[config.mk]
export PLATFORM = sky130hd
export DESIGN_NAME = att_loader
export DESIGN_NICKNAME = d
export VERILOG_FILES = /design/src/rtl/att_pkg.sv /design/src/rtl/att_mask_gen.sv /design/src/rtl/att_loader.sv
export SDC_FILE = /design/constraint.sdc
export NUM_CORES = 1
export LEC_CHECK = 0
export ABC_CLOCK_PERIOD_IN_PS = 3200
export BUFFER_PORTS_ARGS = -buffer_cell sky130_fd_sc_hd__buf_4
export CELL_PAD_IN_SITES_DETAIL_PLACEMENT = 1
export CELL_PAD_IN_SITES_GLOBAL_PLACEMENT = 1
export CORE_MARGIN = 2
export CORE_UTILIZATION = 39
export DETAILED_ROUTE_END_ITERATION = 10
export GPL_TIMING_DRIVEN = 0
export PLACE_DENSITY = 0.9
export SKIP_CTS_REPAIR_TIMING = 1
export SLEW_MARGIN = 25
export SYNTH_ARGS = -nofsm -noshare
export SYNTH_HDL_FRONTEND = slang
export SYNTH_SLANG_ARGS = --single-unit
[constraint.sdc]
create_clock -name clk -period 3.2 [get_ports clk]
set_clock_uncertainty 0.15 [all_clocks]
set_input_delay 0.48 -clock clk [delete_from_list [all_inputs] [get_ports clk]]
set_output_delay 0.48 -clock clk [all_outputs]
set_load 0.1 [all_outputs]
[src/rtl/att_pkg.sv]
`timescale 1ns/1ps
// Shared definitions for the address translation table loader and its consumers.
package att_pkg;

    // Loader sequencing states.
    typedef enum logic [1:0] {
        IDLE  = 2'd0,
        CLEAR = 2'd1,
        LOAD  = 2'd2,
        DONE  = 2'd3
    } att_state_e;

    // Default geometry of the table.
    localparam int ATT_CLAUSE_COUNT = 20;
    localparam int ATT_VAW          = 11;
    localparam int ATT_CTAW         = 11;

    // Packs {row, mask}. The mask occupies the low mask_w bits and the row sits
    // directly above it. Callers cast the result down to their entry width.
    // Valid for mask_w <= 32 and row + mask widths <= 64.
    function automatic logic [63:0] att_pack_entry(input logic [31:0] row,
                                                   input logic [31:0] mask,
                                                   input int          mask_w);
        return (64'(row) << mask_w) | 64'(mask);
    endfunction

endpackage

[src/rtl/att_mask_gen.sv]
`timescale 1ns/1ps
// Count to thermometer occupancy mask. Counts above CLAUSE_COUNT saturate to
// all ones and raise the over-range flag.
module att_mask_gen #(
    parameter  int CLAUSE_COUNT = 20,
    localparam int CW           = $clog2(CLAUSE_COUNT + 1)
) (
    input  logic [CW-1:0]           cnt,
    output logic [CLAUSE_COUNT-1:0] mask,
    output logic                    over
);

    // Bit i is set when more than i clauses reference the literal.
    for (genvar i = 0; i < CLAUSE_COUNT; i++) begin : g_bit
        assign mask[i] = (cnt > CW'(i));
    end

    assign over = (cnt > CW'(CLAUSE_COUNT));

endmodule

[src/rtl/att_loader.sv]
`timescale 1ns/1ps
// Setup-time writer for the address translation table: sweeps the table to zero,
// then turns the {literal, clause count} stream into one {row, mask} entry per
// literal, allocating clause-table rows in order. All outputs are registered.
module att_loader
    import att_pkg::*;
#(
    parameter  int CLAUSE_COUNT               = ATT_CLAUSE_COUNT,
    parameter  int VARIABLE_ADDRESS_WIDTH     = ATT_VAW,
    parameter  int CLAUSE_TABLE_ADDRESS_WIDTH = ATT_CTAW,
    localparam int CW                         = $clog2(CLAUSE_COUNT + 1),
    localparam int WIDTH                      = CLAUSE_TABLE_ADDRESS_WIDTH + CLAUSE_COUNT
) (
    input  logic                                  clk,
    input  logic                                  rst_n,
    input  logic                                  start_i,
    input  logic                                  in_valid_i,
    output logic                                  in_ready_o,
    input  logic [VARIABLE_ADDRESS_WIDTH:0]       lit_i,
    input  logic [CW-1:0]                         cnt_i,
    input  logic                                  last_i,
    output logic                                  wr_en_o,
    output logic [VARIABLE_ADDRESS_WIDTH:0]       wr_addr_o,
    output logic [WIDTH-1:0]                      data_o,
    output logic                                  busy_o,
    output logic                                  done_o,
    output logic [1:0]                            err_o,
    output logic [CLAUSE_TABLE_ADDRESS_WIDTH:0]   rows_used_o
);

    localparam int VAW  = VARIABLE_ADDRESS_WIDTH;
    localparam int CTAW = CLAUSE_TABLE_ADDRESS_WIDTH;
    // Row pointer value meaning every clause-table row has been handed out.
    localparam logic [CTAW:0] ROW_LIMIT = {1'b1, {CTAW{1'b0}}};

    att_state_e state_q, state_d;

    logic [VAW-1:0]          sweep_q;
    logic [VAW-1:0]          sweep_next;
    logic                    sweep_last;
    logic [CTAW:0]           row_q;
    logic                    row_full;
    logic [CTAW-1:0]         row_field;
    logic [CLAUSE_COUNT-1:0] mask;
    logic                    over;
    logic                    accept;
    logic                    has_clauses;
    logic [WIDTH-1:0]        entry;

    att_mask_gen #(
        .CLAUSE_COUNT (CLAUSE_COUNT)
    ) u_mask_gen (
        .cnt  (cnt_i),
        .mask (mask),
        .over (over)
    );

    assign sweep_next  = sweep_q + VAW'(1);
    assign sweep_last  = (sweep_q == '1);
    assign accept      = in_valid_i && in_ready_o;
    assign has_clauses = (cnt_i != '0);
    // Once rows run out, further literals all point at the last row.
    assign row_full    = (row_q == ROW_LIMIT);
    assign row_field   = row_full ? '1 : row_q[CTAW-1:0];
    // A literal with no clauses gets an all-zero entry, row field included.
    assign entry       = has_clauses ?
                         WIDTH'(att_pack_entry(32'(row_field), 32'(mask), CLAUSE_COUNT)) :
                         '0;
    assign rows_used_o = row_q;

    // State register.
    always_ff @(posedge clk) begin
        if (!rst_n) state_q <= IDLE;
        else        state_q <= state_d;
    end

    // Next-state decode; start is only honoured while not busy.
    always_comb begin
        state_d = state_q;
        case (state_q)
            IDLE, DONE: if (start_i)            state_d = CLEAR;
            CLEAR:      if (sweep_last)         state_d = LOAD;
            LOAD:       if (accept && last_i)   state_d = DONE;
            default:                            state_d = IDLE;
        endcase
    end

    // Write port, status flags, row allocation and sweep counter.
    always_ff @(posedge clk) begin
        if (!rst_n) begin
            wr_en_o    <= 1'b0;
            wr_addr_o  <= '0;
            data_o     <= '0;
            in_ready_o <= 1'b0;
            busy_o     <= 1'b0;
            done_o     <= 1'b0;
            err_o      <= '0;
            row_q      <= '0;
            sweep_q    <= '0;
        end else begin
            wr_en_o    <= 1'b0;
            in_ready_o <= (state_d == LOAD);
            busy_o     <= (state_d == CLEAR) || (state_d == LOAD);
            // done rises the cycle after the final write, i.e. second cycle in DONE.
            done_o     <= (state_q == DONE) && (state_d == DONE);
            case (state_q)
                IDLE, DONE: begin
                    if (start_i) begin
                        wr_en_o   <= 1'b1;
                        wr_addr_o <= '0;
                        data_o    <= '0;
                        sweep_q   <= '0;
                        row_q     <= '0;
                        err_o     <= '0;
                    end
                end
                CLEAR: begin
                    if (!sweep_last) begin
                        wr_en_o   <= 1'b1;
                        wr_addr_o <= {1'b0, sweep_next};
                        data_o    <= '0;
                        sweep_q   <= sweep_next;
                    end
                end
                LOAD: begin
                    if (accept) begin
                        wr_en_o   <= 1'b1;
                        wr_addr_o <= lit_i;
                        data_o    <= entry;
                        if (has_clauses) begin
                            if (row_full) err_o[1] <= 1'b1;
                            else          row_q    <= row_q + (CTAW+1)'(1);
                            if (over)     err_o[0] <= 1'b1;
                        end
                    end
                end
                default: ;
            endcase
        end
    end

endmodule

==> results of run 1 <==
-- report_power, final --
group          switching [mW]  internal (mW)  total, mW  leakage (nW)
registers              0.0228          0.938      0.961         0.597
clock network           0.343          0.300      0.643        0.0872
logic                   0.319          0.120      0.440          1.02
-- cells by family (layout without fill, tap and decap cells) --
kind of cell	after synthesis	count (layout)	synth area share, %
flip-flops	74	74	42.2
AND/OR/NAND/NOR	164	164	24.2
buffers and inverters	40	137	5.30
adder cells (fa/ha/maj)	7	7	2.49
XOR/XNOR	8	8	1.99
AO/OA/AOI/OAI	139	139	23.8
-- placed cells by master, fill, tap and decap left out, types with 4 or more instances in the layout --
cell	count
clkbuf_8	10
or4_1	5
buf_6	4
a21oi_1	47
ha_1	7
and2_1	7
buf_2	5
nor2b_1	6
clkbuf_1	23
o31ai_1	4
nand4_1	5
o21ai_0	37
and3_1	8
a22oi_1	15
a211o_1	4
nor2_1	21
buf_4	81
dfxtp_1	74
nor3_1	12
a21boi_0	8
o21a_1	8
xnor2_1	7
inv_1	9
nand3_1	18
or3_1	16
nand2_1	49
-- tightest hold or removal path, cell delays in order --
cell and delay, ns:
buf_4 0.08, a22oi_1 0.05, nor2_1 0.08
-- path summary, 6_finish.rpt --
kind                               from                           to  slack (ns)  cells after the start
hold / removal                lit_i[11]   wr_addr_o[11]$_SDFFE_PN0P_        0.22                      3
setup reg to reg  state_q[0]$_SDFF_PN0_  rows_used_o[8]$_SDFFE_PN0P_        0.42                      8
hold reg to reg   err_o[1]$_SDFFE_PN0P_        err_o[1]$_SDFFE_PN0P_        0.31                      2
setup / recovery  state_q[0]$_SDFF_PN0_  rows_used_o[8]$_SDFFE_PN0P_        0.42                      8
-- routing by layer --
layer | vias to the layer above | GRT usage [%] | share of wire [%]
li1 | 1731 | - | -
met5 | - | 0 | 0
met3 | 23 | 4.26 | 5.0
met1 | 1738 | 31.2 | 44
met2 | 104 | 40.7 | 49
met4 | 0 | 9.27 | 1.8
-- through the flow --
| stage | utilization, % | setup slack (ns) | std cells |
|---|---|---|---|
| 2_1_floorplan | - | 0.177 | 432 |
| 3_3_place_gp | 48.8 | 0.594 | 621 |
| 3_5_place_dp | 48.8 | 0.470 | 621 |
| 4_1_cts | 50.7 | 0.436 | 637 |
| 5_1_grt | 50.7 | 0.241 | 637 |
| 6_report | 50.7 | 0.425 | 637 |
-- final cells by class --
class | instances | area [um^2] | area share (%)
Buffer | 30 | 149 | 3.37
Clock buffer | 13 | 149 | 3.37
Clock inverter | 3 | 15.0 | 0.340
Inverter | 10 | 37.5 | 0.849
Multi-Input combinational cell | 318 | 1850 | 41.8
Sequential cell | 74 | 1480 | 33.5
Tap cell | 108 | 135 | 3.06
Timing Repair Buffer | 81 | 608 | 13.8
-- flip-flops by register name, summed over array words and instances, names as in the netlist, 2 cells and up --
signal	flops
sweep_q	11
err_o	2
wr_addr_o	12
state_q	2
rows_used_o	12
data_o	31
==> results.md, run 1 <==
| Result | This run | Unit |
|---|---|---|
| Clock-pin slew on the worst setup and hold paths | 0.07 | ns |
| Post-DP HPWL | 8700 | um |
| Power density cells | 462 | nW/um^2 |
| Total CTS buffers | 9 | - |
| Number of instances in the synthesized netlist | 432 | - |
| Static leakage | 1.70 | nW |
| Number of DRC violations after detailed-routing iteration 0 | 197 | - |
| Data required, critical path | 3.28 | ns |
| Total overflow reported by the global router | 0 | - |
| Leading cell type by number of instances after synthesis | dfxtp_1 | - |
| Number of enable flip-flop cells after synthesis | 0 | - |
| Area inside the core boundary | 8720 | um^2 |
| Final period utilization | 86.7 | % |
| Final period demand of the worst path | 2.78 | ns |
| Number of warnings issued by yosys | 0 | - |
| Total track usage | 24.3 | % |
| Vias in the first global route | 3740 | - |
| Initial antenna violation count | 0 | - |
| Number of top-level pins | 83 | - |
| Worst IR Drop VDD | 0.171 | mV |
| Die footprint | 9790 | um^2 |
| Mapped Area | 3510 | um^2 |
| Clock Sink Count | 74 | - |
| Library cell contributing the largest single delay on the critical path | dfxtp_1 | - |
| Total via count in the routed design | 3596 | - |
| Per-instance average area after synthesis | 8.14 | um^2 |
| Detail-routed via count per cell | 5.65 | - |
| Count of final max-slew check failures | 0 | - |
| Final Setup Violations | 0 | - |
| Number of I/O port buffers | 81 | - |
| Clock tree from TritonCTS | built | - |
| Antenna Cells | 0 | - |
| Most area-hungry cell type in the Yosys netlist | dfxtp_1 | - |
| Synthesized Nets | 461 | - |
| Total Wirelength | 11900 | um |
| Accumulated negative setup slack | 0 | ns |
| Number of violations of the max-capacitance limit | 0 | - |
| Crit-path leading delay family | simple AND/OR/NAND/NOR gates | - |
| Max Clk Rate | 360 | MHz |
| Maximum number of pins on one net before global-route repair | 12 | - |
| Critical path buffer and inverter count | 2 | - |
| Clock insertion delay at the later pin of the skew report | 0.36 | ns |
| Width of the die | 98.9 | um |
| Top cell by count, worst path | or3_1 | - |
| First-pass iteration count of the detailed router | 7 | - |
| Layout cell share with drive strength beyond 1 | 20.6 | % |
| Overall Power | 2.04 | mW |
| Cell area reported after detailed placement | 4260 | um^2 |
| Main synth FF type | dfxtp_1 | - |
| DRC errors left | 0 | - |
| Top cell type's share of synthesized area | 42.2 | % |
| Worst slack on hold paths | 0.222 | ns |
| Root buffer cell | clkbuf_8 | - |
| Routed len/inst | 18.7 | um |
| First-pass GRT wire length | 19100 | um |
| CP Cell Sequence | inv_1 -> ha_1 -> nor2b_1 -> buf_2 -> or3_1 -> o31a_1 -> o211a_1 -> or3_1 | - |
| Kind of start point of the critical path | register | - |
| Worst min-delay path category | input pin to register | - |
| Area of all placed cells without fillers | 4420 | um^2 |
| Outcome | finished clean | - |
| Delay of the slowest critical-path stage | 0.45 | ns |
| Number of endpoints with negative hold slack in the final report | 0 | - |
| Crit. End Element | register | - |
| Peak fanout along the critical path | 10 | - |
| Total number of H-tree levels | 3 | - |
| Top cells by instance count after synthesis | dfxtp_1, nand2_1, a21oi_1 | - |
| Remaining number of nets flagged by the antenna check after routing | 0 | - |
| Filler Cells Inserted | 1098 | - |
| Post-synthesis sequential area ratio | 42.2 | % |
| Relative slew slack | 42.7 | % |
| Final net count | 553 | - |
| Synth-to-layout area growth | 25.8 | % |
| Initial cell density of the core | 40.3 | % |
| Die Y | 98.9 | um |
| RSZ-0062 raised after global routing | false | - |
| WP data arrival | 2.86 | ns |
| Transition at the pin with the smallest max-transition slack | 0.852 | ns |
| Final Wtd Congestion | 0.903 | - |
| Number of synthesized register bits | 74 | - |
| Top post-synthesis cells by area | dfxtp_1, a21oi_1, o21ai_0, nand2_1, a22oi_1 | - |
| Number of cell rows | 34 | - |
| Post-synthesis cell type count | 48 | - |
| Crit Path Category | register to register | - |
| Fraction of registers with async set/reset | 0 | % |
| Maximum number of buffers from clock root to sink | 2 | - |
(Power assumes the default switching activity.)
==> run 2: changes to the inputs <==
--- a/config.mk
+++ b/config.mk
@@ -13,7 +13,8 @@
 export CORE_UTILIZATION = 39
 export DETAILED_ROUTE_END_ITERATION = 10
 export GPL_TIMING_DRIVEN = 0
-export PLACE_DENSITY = 0.9
+export PLACE_DENSITY = 0.85
+export RECOVER_POWER = 100
 export SKIP_CTS_REPAIR_TIMING = 1
 export SLEW_MARGIN = 25
 export SYNTH_ARGS = -nofsm -noshare
==> results.md, run 2 (synthesis results as in run 1) <==
| Result | This run | Unit | Delta |
|---|---|---|---|
| Most used cells in the layout excluding fill and tap cells | clkbuf_1, dfxtp_1, nand2_1 | - |  |
| WP data arrival | 2.99 | ns | +0.13 ns |
| Number of DRC violations after detailed-routing iteration 0 | 154 | - | -22% |
| Start point of the worst min-delay path | lit_i[11] | - |  |
| Number of endpoints with negative hold slack in the final report | 0 | - | unchanged |
| Accumulated negative setup slack | 0 | ns | unchanged |
| Power density cells | 498 | nW/um^2 | +7.9% |
| Data required, critical path | 3.33 | ns | +0.05 ns |
| Area inside the core boundary | 8720 | um^2 | unchanged |
| Width of the die | 98.9 | um | unchanged |
| Peak fanout along the critical path | 10 | - | unchanged |
| Clk pwr share | 34.0 | % | +2.6 points |
| Static leakage | 1.45 | nW | -15% |
| Total track usage | 23.8 | % | -0.52 points |
| Cell internal pwr | 1.40 | mW | +2.7% |
| Crit. End Element | register | - |  |
| Final Setup Violations | 0 | - | unchanged |
| Initial cell density of the core | 40.3 | % | unchanged |
| Final net count | 553 | - | unchanged |
| First-pass GRT wire length | 18600 | um | -2.5% |
| Critical path startpoint | state_q[0]$_SDFF_PN0_ | - |  |
| Post-DP HPWL | 8280 | um | -4.9% |
| Relative slew slack | 19.2 | % | -24 points |
| R2r startpoint | state_q[0]$_SDFF_PN0_ | - |  |
| Clock insertion delay at the later pin of the skew report | 0.36 | ns | about the same |
| Part of the total power dissipated in sequential elements | 45.8 | % | -1.2 points |
| Total number of H-tree levels | 3 | - | unchanged |
| Clock-pin slew on the worst setup and hold paths | 0.08 | ns | about the same |
| Layout cell share with drive strength beyond 1 | 8.71 | % | -12 points |
| Root buffer cell | clkbuf_8 | - |  |
| RSZ-0062 raised after global routing | false | - |  |
| Worst-case register-to-register setup slack | 0.34 | ns | -0.09 ns |
| Routed len/inst | 18.1 | um | -3.1% |
| Detail-routed via count per cell | 5.66 | - | +0.30% |
| Total CTS buffers | 9 | - | unchanged |
| Antenna Cells | 0 | - | unchanged |
| Vias in the first global route | 3682 | - | -1.6% |
| Clock tree from TritonCTS | built | - |  |
| Hold Path Stages | 3 | - | unchanged |
| Worst min-delay path category | input pin to register | - |  |
| Most frequent standard cell in the layout excluding fill and tap cells | clkbuf_1 | - |  |
| Count of final max-slew check failures | 0 | - | unchanged |
| Filler Cells Inserted | 1111 | - | +1.2% |
| Maximum number of buffers from clock root to sink | 2 | - | unchanged |
| Number of placed instances, taps included | 621 | - | unchanged |
| Total overflow reported by the global router | 0 | - | unchanged |
| Fraction of power consumed by combinational cells | 20.2 | % | -1.3 points |
| Die Y | 98.9 | um | unchanged |
| Die footprint | 9790 | um^2 | unchanged |
| Cells on worst reg2reg path | 9 | - | +1 |
| Net switching component of the power | 698 | uW | +2.0% |
| DRC errors left | 0 | - | unchanged |
| Worst slack on hold paths | 0.214 | ns | -0.00778 ns |
| Top reg by flops | data_o | - |  |
| Remaining number of nets flagged by the antenna check after routing | 0 | - | unchanged |
| Outcome | finished clean | - |  |
| Kind of start point of the critical path | register | - |  |
| Overall Power | 2.09 | mW | +2.4% |
| Number of cell rows | 34 | - | unchanged |
| Maximum number of pins on one net before global-route repair | 13 | - | +1 |
| Final Wtd Congestion | 0.880 | - | -2.6% |
| Total via count in the routed design | 3601 | - | +0.14% |
| Worst IR Drop VDD | 0.211 | mV | +24% |
| Clock Sink Count | 74 | - | unchanged |
| Max Clk Rate | 350 | MHz | -3.0% |
| Number of violations of the max-capacitance limit | 0 | - | unchanged |
| Total Wirelength | 11500 | um | -3.3% |
| Number of top-level pins | 83 | - | unchanged |
| Transition at the pin with the smallest max-transition slack | 1.22 | ns | +0.365 ns |
| Final non-filler cell total | 636 | - | -0.16% |
| Crit Path Category | register to register | - |  |
| Capturing point of the worst reg2reg path | wr_addr_o[7]$_SDFFE_PN0P_ | - |  |
| Number of flip-flops in the largest register | 31 | - | unchanged |
| Number of I/O port buffers | 81 | - | unchanged |
| Initial antenna violation count | 0 | - | unchanged |
| Post-place setup slack | 0.484 | ns | +0.0136 ns |
| First-pass iteration count of the detailed router | 5 | - | -2 |
| Final period demand of the worst path | 2.86 | ns | +0.0852 ns |
| Final period utilization | 89.4 | % | +2.7 points |
| Fraction of power spent switching nets | 33.4 | % | -0.16 points |
| Terminating pin of the worst hold path | wr_addr_o[11]$_SDFFE_PN0P_ | - |  |
| Synth-to-layout area growth | 19.5 | % |  |
| Worst Slack Setup Final | 0.340 | ns | -0.0852 ns |
## run 2: final cells by class
| cell class | count | area (um^2) | share of cell area, % |
|---|---|---|---|
| multi-input cells | 318 | 1840 | 43.7 |
| well taps | 108 | 135 | 3.22 |
| plain buffers | 30 | 146 | 3.49 |
| clock inverters | 6 | 58.8 | 1.40 |
| inverters | 10 | 37.5 | 0.894 |
| flip-flops and latches | 74 | 1480 | 35.3 |
| repair buffers | 81 | 379 | 9.03 |
| clock buffers | 9 | 124 | 2.95 |
## run 2: power groups by stage
stage                     Sequential, mW  Clock, mW  Combinational (mW)
after global placement             0.979          0               0.418
final                              0.959      0.712               0.422
after global routing               0.960      0.762               0.456
after detailed placement           0.980          0               0.429
after CTS                          0.959      0.719               0.435
after floorplan                     1.06          0               0.210
## run 2: through the flow
| stage | instance area [um^2] | util, % |
|---|---|---|
| 6_report | 4200 | 48.1 |
| 3_5_place_dp | 4260 | 48.8 |
| 4_1_cts | 4440 | 50.9 |
| 3_3_place_gp | 4260 | 48.8 |
| 5_1_grt | 4200 | 48.1 |
| 2_1_floorplan | 3510 | - |
## run 2: routing by layer
layer	track usage, %	up-vias	part of all wire, %
li1	-	1736	-
met1	30.7	1758	46
met2	40.1	90	48
met3	3.83	17	4.2
met4	8.64	0	2.0
met5	0	-	0
## run 2: worst max path at each step
stage / cells past startpoint / slack (ns) / end
global placement: 8 / 0.56 / rows_used_o[8]$_SDFFE_PN0P_
global route: 9 / 0.15 / wr_addr_o[8]$_SDFFE_PN0P_
floorplan: 8 / 0.18 / rows_used_o[8]$_SDFFE_PN0P_
CTS: 8 / 0.46 / rows_used_o[7]$_SDFFE_PN0P_
detailed placement: 8 / 0.48 / rows_used_o[7]$_SDFFE_PN0P_
finish: 9 / 0.34 / wr_addr_o[7]$_SDFFE_PN0P_
## run 2: worst max-delay path, stage by stage (launching register included)
cell      delay [ns]
dfxtp_1         0.41
inv_1           0.07
ha_1            0.41
nor2b_1         0.20
clkbuf_1        0.36
or3_1           0.28
buf_6           0.16
clkbuf_1        0.46
nand3_1         0.15
o21ai_0         0.11
==> run 3: changes to the inputs <==
--- a/config.mk
+++ b/config.mk
@@ -12,11 +12,11 @@
 export CORE_MARGIN = 2
 export CORE_UTILIZATION = 39
 export DETAILED_ROUTE_END_ITERATION = 10
-export GPL_TIMING_DRIVEN = 0
-export PLACE_DENSITY = 0.85
+export PLACE_DENSITY = 0.86
 export RECOVER_POWER = 100
 export SKIP_CTS_REPAIR_TIMING = 1
 export SLEW_MARGIN = 25
 export SYNTH_ARGS = -nofsm -noshare
 export SYNTH_HDL_FRONTEND = slang
+export SYNTH_HIERARCHICAL = 1
 export SYNTH_SLANG_ARGS = --single-unit
==> results.md, run 3 <==
| Result | This run | Unit | Delta |
|---|---|---|---|
| CP Cell Sequence | inv_1 -> ha_1 -> or2b_2 -> a21bo_4 -> or2_1 -> clkbuf_2 -> nand2_1 -> a21oi_1 | - |  |
| Initial antenna violation count | 0 | - | unchanged |
| Critical path buffer and inverter count | 2 | - | -2 |
| Most used cells in the layout excluding fill and tap cells | dfxtp_1, nand2_1, clkbuf_1 | - |  |
| Number of top-level pins | 83 | - | unchanged |
| Final period utilization | 91.3 | % | +1.9 points |
| Die Y | 100 | um | +1.3% |
| Clock-pin slew on the worst setup and hold paths | 0.08 | ns | about the same |
| Post-place setup slack | 0.363 | ns | -0.121 ns |
| Top reg by flops | data_o | - |  |
| Synth-to-layout area growth | 18.3 | % |  |
| Power density cells | 822 | nW/um^2 | +65% |
| Fraction of power consumed by combinational cells | 46.7 | % | +27 points |
| Sum of routed wire segments on met1 | 5070 | um | -3.8% |
| First-pass GRT wire length | 19300 | um | +3.9% |
| Count of final max-slew check failures | 0 | - | unchanged |
| Clock tree from TritonCTS | built | - |  |
| Routed length on met3 | 423 | um | -13% |
| Total length of routed met2 wires | 6070 | um | +9.6% |
| Fraction of registers with async set/reset | 0 | % | unchanged |
| Library cell contributing the largest single delay on the critical path | ha_1 | - |  |
| Routed len/inst | 17.9 | um | -1.1% |
| Top cell type's share of synthesized area | 41.1 | % | -1.1 points |
| Worst IR Drop VDD | 0.345 | mV | +63% |
| Crit Path Category | register to register | - |  |
| First-pass iteration count of the detailed router | 4 | - | -1 |
| Initial cell density of the core | 39.6 | % | -0.69 points |
| Mapped Area | 3610 | um^2 | +2.7% |
| Top cells by instance count after synthesis | dfxtp_1, nand2_1, nand3_1 | - |  |
| Worst min-delay path category | input pin to register | - |  |
| Top post-synthesis cells by area | dfxtp_1, nand3_1, nand2_1, a21oi_1, o21ai_0 | - |  |
| Net switching component of the power | 1.71 | mW | +140% |
| Sequential cell area | 1480 | um^2 | unchanged |
| Most frequent standard cell in the layout excluding fill and tap cells | dfxtp_1 | - |  |
| Part of the total power dissipated in sequential elements | 30.2 | % | -16 points |
| Vias in the first global route | 3840 | - | +4.3% |
| Clock insertion delay at the later pin of the skew report | 0.35 | ns | about the same |
| Number of instances in the synthesized netlist | 470 | - | +8.8% |
| Area inside the core boundary | 9110 | um^2 | +4.4% |
| Cell internal pwr | 1.80 | mW | +29% |
| Number of flip-flops in the largest register | 31 | - | unchanged |
| Total overflow reported by the global router | 0 | - | unchanged |
| Relative slew slack | 20.3 | % | +1.1 points |
| Main synth FF type | dfxtp_1 | - |  |
| Most area-hungry cell type in the Yosys netlist | dfxtp_1 | - |  |
| Clock Sink Count | 74 | - | unchanged |
| Layout cell share with drive strength beyond 1 | 10.7 | % | +1.9 points |
| Post-synthesis cell type count | 55 | - | +15% |
| Overall Power | 3.51 | mW | +68% |
| Crit. End Element | register | - |  |
| Final Setup Violations | 0 | - | unchanged |
| Number of I/O port buffers | 82 | - | +1.2% |
| Root buffer cell | clkbuf_8 | - |  |
| Transition at the pin with the smallest max-transition slack | 1.20 | ns | -0.0172 ns |
| Number of synthesized register bits | 74 | - | unchanged |
| Antenna Cells | 0 | - | unchanged |
| Post-synthesis sequential area ratio | 41.1 | % | -1.1 points |
| RSZ-0062 raised after global routing | false | - |  |
| Final net count | 568 | - | +2.7% |
| DRC errors left | 0 | - | unchanged |
| Total track usage | 24.0 | % | +0.22 points |
| Width of the die | 100 | um | +1.3% |
| Total Wirelength | 11700 | um | +1.8% |
| Crit-path leading delay family | simple AND/OR/NAND/NOR gates | - |  |
| Multi-input gate area in the final layout | 1910 | um^2 | +4.0% |
| Remaining number of nets flagged by the antenna check after routing | 0 | - | unchanged |
| Post-DP HPWL | 8200 | um | -0.87% |
| Maximum number of pins on one net before global-route repair | 41 | - | +28 |
| Total CTS buffers | 9 | - | unchanged |
| Fraction of power spent switching nets | 48.6 | % | +15 points |
| Die footprint | 10000 | um^2 | +2.6% |
| Accumulated negative setup slack | 0 | ns | unchanged |
| Number of warnings issued by yosys | 6 | - | +6 |
| Outcome | finished clean | - |  |
| Clk pwr share | 23.1 | % | -11 points |
| Final Wtd Congestion | 0.862 | - | -2.1% |
| Maximum number of buffers from clock root to sink | 2 | - | unchanged |
| Number of cell rows | 35 | - | +2.9% |
| Number of violations of the max-capacitance limit | 0 | - | unchanged |
| Peak fanout along the critical path | 16 | - | +6 |
| Number of endpoints with negative hold slack in the final report | 0 | - | unchanged |
| Number of DRC violations after detailed-routing iteration 0 | 143 | - | -7.1% |
| Static leakage | 1.41 | nW | -2.4% |
| Total number of H-tree levels | 3 | - | unchanged |
| Per-instance average area after synthesis | 7.68 | um^2 | -5.6% |
| Max Clk Rate | 342 | MHz | -2.0% |
| Delay of the slowest critical-path stage | 0.50 | ns | +0.04 ns |
| Uppermost layer routed | met4 | - |  |
| Leading cell type by number of instances after synthesis | dfxtp_1 | - |  |
| Start point of the worst min-delay path | lit_i[11] | - |  |
| Final period demand of the worst path | 2.92 | ns | +0.0597 ns |
| Data required, critical path | 3.34 | ns | about the same |
| WP data arrival | 3.06 | ns | +0.07 ns |
| Worst Slack Setup Final | 0.280 | ns | -0.0597 ns |
| Filler Cells Inserted | 1183 | - | +6.5% |
| R2r startpoint | state_q[0]$_SDFF_PN0_ | - |  |
| Number of enable flip-flop cells after synthesis | 0 | - | unchanged |
| Total via count in the routed design | 3765 | - | +4.6% |
| Critical path startpoint | state_q[0]$_SDFF_PN0_ | - |  |
| Synthesized Nets | 499 | - | +8.2% |
| Kind of start point of the critical path | register | - |  |
| Detail-routed via count per cell | 5.75 | - | +1.5% |
[run 3: worst paths after layout]
path | endpoint | slack, ns | cells past startpoint
worst max-delay path | wr_addr_o[0]$_SDFFE_PN0P_ | 0.28 | 8
worst min-delay path | wr_addr_o[11]$_SDFFE_PN0P_ | 0.25 | 3
worst max register to register | wr_addr_o[0]$_SDFFE_PN0P_ | 0.28 | 8
worst min register to register | data_o[1]$_SDFFE_PN0P_ | 0.30 | 2
[run 3: stage by stage]
step	util [%]	hold WS, ns	area (um^2)	std cells
2_1_floorplan	-	0.296	3610	470
3_3_place_gp	47.2	0.296	4300	639
3_5_place_dp	47.2	0.295	4300	639
4_1_cts	49.5	0.252	4510	655
5_1_grt	46.9	0.276	4270	655
6_report	46.9	0.254	4270	655
[run 3: layout make-up]
type,instances,share of cell area [%]
Multi-Input combinational cell,345,44.7
Timing Repair Buffer,94,10.9
Inverter,15,1.32
Sequential cell,74,34.7
Clock buffer,9,2.90
Clock inverter,7,2.20
Tap cell,111,3.25
[run 3: logic make-up (layout without fill, tap and decap cells)]
group	after synthesis	after routing	synth area share, %
adders and majority gates	7	7	2.43
xor gates and xnor gates	8	8	1.94
DFF	74	74	41.1
muxes	1	1	0.277
AOI/OAI and AO/OA	126	126	20.7
and+or+nand+nor	203	203	27.7
buffers and inverters	51	125	5.93
[run 3: power groups by stage]
stage	Clock, mW	Sequential [mW]	Combinational [mW]
CTS	0.820	1.06	1.71
floorplan	0	1.52	0.822
detailed placement	0	1.08	1.70
finish	0.810	1.06	1.64
global placement	0	1.08	1.64
global route	0.857	1.07	1.77
[run 3: routing by layer]
| metal | global-route usage, % | up-vias |
|---|---|---|
| met5 | 0 | - |
| met4 | 9.17 | 0 |
| met3 | 3.13 | 17 |
| met2 | 41.7 | 81 |
| met1 | 30.2 | 1874 |
| li1 | - | 1793 |
[run 3: worst reg2reg max path, stage by stage (launching register included)]
cell	delay, ns
dfxtp_1	0.42
inv_1	0.09
ha_1	0.50
or2b_2	0.38
a21bo_4	0.21
or2_1	0.48
clkbuf_2	0.38
nand2_1	0.10
a21oi_1	0.15
